### src/rtl/led_bcd_conv.sv
// -----------------------------------------------------------------------------
// led_bcd_conv
//   Sequential binary-to-BCD converter (shift-add-3, one input bit per clock).
//   Sits between the memory-mapped LED write path and the 7-segment scan/decode
//   stage. It captures a binary word and produces packed BCD digits plus a flag
//   for values that do not fit on the 4-digit display.
//
//   Optional feature: define LEDBCD_BLANK_EN to replace leading zero digits of
//   each result with 4'hF (blank code). The units digit is never blanked.
//
// Parameters
//   DATA_W  width of the binary input word (default 16)
//   NDIG    number of BCD digits produced; 10^NDIG must exceed 2^DATA_W - 1
//
// Ports
//   led_clk   in   system clock, all logic on the rising edge
//   ledrst    in   synchronous active-high reset
//   ledwrite  in   write strobe; one word accepted per high cycle
//   ledwdata  in   [DATA_W-1:0] binary value to convert
//   busy      out  conversion in progress (SHIFT or DONE state)
//   done      out  one-cycle pulse, bcd_out/ovf change on the same edge
//   bcd_out   out  [4*NDIG-1:0] packed digits, [3:0] = units
//   ovf       out  converted value > 9999
// -----------------------------------------------------------------------------
module led_bcd_conv #(
    parameter int DATA_W = 16,
    parameter int NDIG   = 5
) (
    input  logic                led_clk,
    input  logic                ledrst,
    input  logic                ledwrite,
    input  logic [DATA_W-1:0]   ledwdata,
    output logic                busy,
    output logic                done,
    output logic [4*NDIG-1:0]   bcd_out,
    output logic                ovf
);

    localparam int BCD_W  = 4 * NDIG;
    localparam int CNT_W  = $clog2(DATA_W + 1);
    // Digits at and above this bit position mean the value needs a 5th digit.
    localparam int DISP_W = 16;
    localparam logic [CNT_W-1:0] LAST_BIT = CNT_W'(DATA_W - 1);

    typedef enum logic [1:0] {
        IDLE,
        SHIFT,
        DONE
    } state_t;

    state_t             state;
    state_t             nxt_state;
    logic [DATA_W-1:0]  sreg;
    logic [BCD_W-1:0]   accum;
    logic [CNT_W-1:0]   cnt;
    logic [DATA_W-1:0]  pend;
    logic               pend_vld;
    logic [BCD_W-1:0]   result;

    // Add-3 correction: any digit >= 5 gets +3 so the following shift carries
    // correctly into the next decimal digit.
    function automatic logic [BCD_W-1:0] add3(input logic [BCD_W-1:0] a);
        logic [BCD_W-1:0] r;
        r = a;
        for (int i = 0; i < NDIG; i++) begin
            if (a[4*i +: 4] >= 4'd5)
                r[4*i +: 4] = a[4*i +: 4] + 4'd3;
        end
        return r;
    endfunction

`ifdef LEDBCD_BLANK_EN
    // Leading-zero blanking, scanning from the MS digit down; digit 0 is never
    // touched so a zero result still shows a single '0'.
    function automatic logic [BCD_W-1:0] blank(input logic [BCD_W-1:0] a);
        logic [BCD_W-1:0] r;
        logic             lead;
        r    = a;
        lead = 1'b1;
        for (int i = NDIG - 1; i > 0; i--) begin
            if (lead && (a[4*i +: 4] == 4'd0))
                r[4*i +: 4] = 4'hF;
            else
                lead = 1'b0;
        end
        return r;
    endfunction

    assign result = blank(accum);
`else
    assign result = accum;
`endif

    assign busy = (state != IDLE);

    always_ff @(posedge led_clk) begin
        if (ledrst)
            state <= IDLE;
        else
            state <= nxt_state;
    end

    always_comb begin
        nxt_state = state;
        case (state)
            IDLE:    if (ledwrite) nxt_state = SHIFT;
            SHIFT:   if (cnt == LAST_BIT) nxt_state = DONE;
            DONE:    nxt_state = (ledwrite || pend_vld) ? SHIFT : IDLE;
            default: nxt_state = IDLE;
        endcase
    end

    // Control and visible outputs: cleared by reset so a conversion in flight
    // is abandoned and no stale result is shown.
    always_ff @(posedge led_clk) begin
        if (ledrst) begin
            done     <= 1'b0;
            bcd_out  <= '0;
            ovf      <= 1'b0;
            pend_vld <= 1'b0;
        end else begin
            done <= 1'b0;
            case (state)
                SHIFT: if (ledwrite) pend_vld <= 1'b1;
                DONE: begin
                    bcd_out  <= result;
                    ovf      <= |accum[BCD_W-1:DISP_W];
                    done     <= 1'b1;
                    // A write in this cycle is started directly, which also
                    // supersedes any older pending word.
                    pend_vld <= 1'b0;
                end
                default: ;
            endcase
        end
    end

    // Conversion datapath: only meaningful while busy, so no reset needed.
    always_ff @(posedge led_clk) begin
        if ((state == SHIFT) && ledwrite)
            pend <= ledwdata;
        case (state)
            IDLE: begin
                sreg  <= ledwdata;
                accum <= '0;
                cnt   <= '0;
            end
            SHIFT: begin
                {accum, sreg} <= {add3(accum), sreg} << 1;
                cnt           <= cnt + 1'b1;
            end
            DONE: begin
                sreg  <= ledwrite ? ledwdata : pend;
                accum <= '0;
                cnt   <= '0;
            end
            default: ;
        endcase
    end

endmodule

### config.mk
export PLATFORM = sky130hd
export DESIGN_NAME = led_bcd_conv
export DESIGN_NICKNAME = d
export VERILOG_FILES = /design/src/rtl/led_bcd_conv.sv
export SDC_FILE = /design/constraint.sdc
export NUM_CORES = 1
export LEC_CHECK = 0
export BUFFER_PORTS_ARGS = -buffer_cell sky130_fd_sc_hd__clkbuf_2
export CAP_MARGIN = 20
export CORE_ASPECT_RATIO = 1.25
export CORE_MARGIN = 10
export CORE_UTILIZATION = 58
export DETAILED_ROUTE_END_ITERATION = 6
export PLACE_DENSITY_LB_ADDON = 0.15
export SYNTH_ARGS = -nofsm -noshare
export SYNTH_HDL_FRONTEND = slang
export SYNTH_SLANG_ARGS = --single-unit
export TNS_END_PERCENT = 10
### constraint.sdc
create_clock -name led_clk -period 2.4 [get_ports led_clk]
set_clock_uncertainty 0.05 [all_clocks]
set_input_delay 0 -clock led_clk [delete_from_list [all_inputs] [get_ports led_clk]]
set_output_delay 0 -clock led_clk [all_outputs]
set_load 0.005 [all_outputs]
==> out/results.txt <==
status = completed
initial antenna violation count = 0
worst-skew pair later-pin latency = 340 ps
total negative setup slack = 0 ps
total grt overflow = 0
clock tree from TritonCTS = done
TritonCTS buffer count = 9
drt wl/cell = 15.26 um
cell count after synthesis = 305
kind of critical path = reg2reg
Post-Synth Simple-Gate Area = 10.77%
Slew Limit Headroom = 54.52%
first-pass GRT wire length = 11870 um
# DRC = 0
Total Wirelength = 6882 um
post-synthesis mux area share = 8.429%
Initial Utilization = 59.94%
fillcell total = 480
post-route cell area = 4303 um2
max-capacitance violation count = 0
post-route clock period utilization = 83.70%
NumNets Final = 400
DRT iter0 DRCs = 200
vias = 2429
root buffer cell = clkbuf_8
Die Footprint = 9985 um2
Total GRT Usage = 14.61%
combinational family with the most area after synthesis = simple AND/OR/NAND/NOR gates
clock sinks = 82
core area = 6166 um2
Worst Hold Class = in2reg
Post-synth ARST share = 0%
Yosys warning count = 0
share of cells above drive strength 1 = 16.94%
Via-to-Cell Ratio = 5.386
Tightest Pin Transition = 681.5 ps
routability congestion estimate = 0.7802
post-synthesis sequential area ratio = 59.85%
Hold Vio Cnt, Final = 0
Yosys top cell by area = edfxtp_1
XOR/XNOR Fraction of Synth Area = 1.422%
share of the synthesized area in the top cell type = 46.31%
Synth-to-Final Area Change = 16.42%
Setup Viol. Count Final = 0
DP Area = 3946 um2
fmax = 497.8 MHz
Syn Nets = 343
worst IR drop on VDD = 0.6372 mV
power per cell area = 937.2 nW/um2
Critical Path Source Type = register
Final Slew Violations = 0
Worst Path Required = 2430 ps
critical path endpoint category = register
Synth cell types = 38
Buffers on Ports = 41
number of antenna diodes = 0
Yosys reg bits = 82
HPWL after DPL = 4613 um
largest net degree at the start of global routing = 42
Die X = 91.40 um
min Tclk post-route = 2009 ps
RSZ-0062 raised after global routing = no
Post-Synth Adder-Cell Area = 6.432%
synthesized area = 3696 um2
Rows = 32
post-synthesis average cell area = 12.12 um2
top cells by area, synth = edfxtp_1 (46%), dfxtp_1 (14%), mux2i_1 (8.1%)
clock buffer depth = 2
top-level port count = 42
Die Y = 109.3 um
crit-path max FO = 16
top_reg_cell synth = edfxtp_1
total setup buffers inserted after CTS = 0
CTS clk-pin slew, worst paths = 80 ps
Pleak = 0.001825 uW
via count of the first global-routing pass = 2475
number of flops mapped to enable cells by yosys = 57
Initial DRT Pass Iterations = 6
Synth Area in Compound Gates = 7.786%
final antenna-violating net count = 0
H-tree Lvls = 3
crit path DAT = 2040 ps
==> Yosys cell counts (2+ instances only) <==
master and instances:
a21oi_1 11, a222oi_1 15, and2_1 3, buf_2 4, buf_4 2, clkbuf_1 6, dfxtp_1 25, edfxtp_1 57
ha_1 19, inv_1 30, mux2i_1 30, nand2_1 25, nand2b_1 5, nor2_1 31, nor2b_1 2, nor3_1 5
o21ai_0 6, or3_1 5, xor2_1 5
==> placed cells by master (no fill, tap or decap), drive strengths merged <==
| cell | instances |
|---|---|
| edfxtp | 57 |
| nor2 | 32 |
| ha | 19 |
| a222oi | 15 |
| or3b | 1 |
| bufinv | 1 |
| dfxtp | 25 |
| and2b | 1 |
| clkinv | 2 |
| a22o | 1 |
| or3 | 5 |
| a21oi | 11 |
| a2111oi | 1 |
| xnor2 | 1 |
| a21bo | 1 |
| nor3 | 5 |
| mux2 | 1 |
| a211oi | 1 |
| xor2 | 5 |
| nand2 | 25 |
| and2 | 4 |
| clkbuf | 53 |
| o21a | 1 |
| and3 | 1 |
| mux2i | 30 |
| and3b | 1 |
| dlygate4sd3 | 16 |
| o21ai | 6 |
| or2 | 1 |
| inv | 30 |
| nor4bb | 1 |
| nor2b | 2 |
| buf | 3 |
| o21ba | 1 |
| nand3 | 1 |
| nand2b | 5 |
==> cell families after synthesis <==
kind of cell / count (synthesis)
and+or+nand+nor: 85
DFF: 82
buffers and inverters: 44
xor gates and xnor gates: 6
muxes: 31
adders and majority gates: 19
AOI/OAI and AO/OA: 38
==> worst max-delay path: stages (launching register included) <==
cell	delay, ps
dfxtp_1	400
inv_1	100
ha_1	320
and3b_1	370
a222oi_1	450
inv_1	70
==> stage by stage <==
step / total power (uW) / instances / setup slack, ps / utilization (%) / hold slack, ps
finish: 4033 / 451 / 391.3 / 69.78 / 38.53
global route: 4269 / 451 / 245.4 / 69.78 / 85.92
CTS: 4062 / 451 / 377.4 / 69.78 / 30.77
detailed placement: 3045 / 420 / 385.9 / 64.00 / 148.5
global placement: 3010 / 420 / 415.7 / 64.00 / 146.1
floorplan: 2778 / 305 / 562.9 / - / 48.87
==> registers in the layout, summed over array words and instances, names as in the netlist <==
name / cells
accum: 20
bcd_out: 20
pend: 16
sreg: 16
cnt: 5
state: 2
done: 1
ovf: 1
pend_vld: 1
==> where the power goes <==
| group | internal (uW) | switching, uW | leakage (uW) | total, uW |
|---|---|---|---|---|
| sequential | 1870 | 164 | 0.000830 | 2030 |
| combinational | 408 | 588 | 0.000895 | 996 |
| clock | 536 | 471 | 0.000101 | 1010 |
| total | 2810 | 1220 | 0.00183 | 4030 |
==> timing repair <==
item | 4_1_cts | 5_1_grt
resized for setup | 0 | 0
hold buffers | 16 | 0
hold endpoints to repair | 32 | 0
==> final cells by class <==
type / count / area (um2) / share of cell area, %
Inverter: 30 / 112.6 / 2.617
Tap cell: 85 / 106.4 / 2.472
Multi-Input combinational cell: 179 / 1287 / 29.92
Clock inverter: 3 / 40.04 / 0.9305
Sequential cell: 82 / 2212 / 51.41
Clock buffer: 12 / 156.4 / 3.635
Timing Repair Buffer: 60 / 387.9 / 9.014
==> worst paths after layout <==
path | startpoint | depth (start not counted) | slack, ps | endpoint
worst min-delay path | ledwrite | 3 | 40 | pend_vld
worst min register to register | bcd_out[14] | 2 | 450 | bcd_out[14]
worst max register to register | state[0] | 5 | 390 | sreg[6]
worst max-delay path | state[0] | 5 | 390 | sreg[6]
==> layer usage <==
| layer | track usage [%] | wire length (um) | vias to the layer above |
|---|---|---|---|
| li1 | - | - | 1197 |
| met1 | 16.45 | 2882 | 1157 |
| met2 | 25.28 | 3490 | 66 |
| met3 | 4.058 | 410 | 9 |
| met5 | 0 | 0 | - |
| met4 | 6.726 | 97 | 0 |
(Power assumes the default switching activity.)
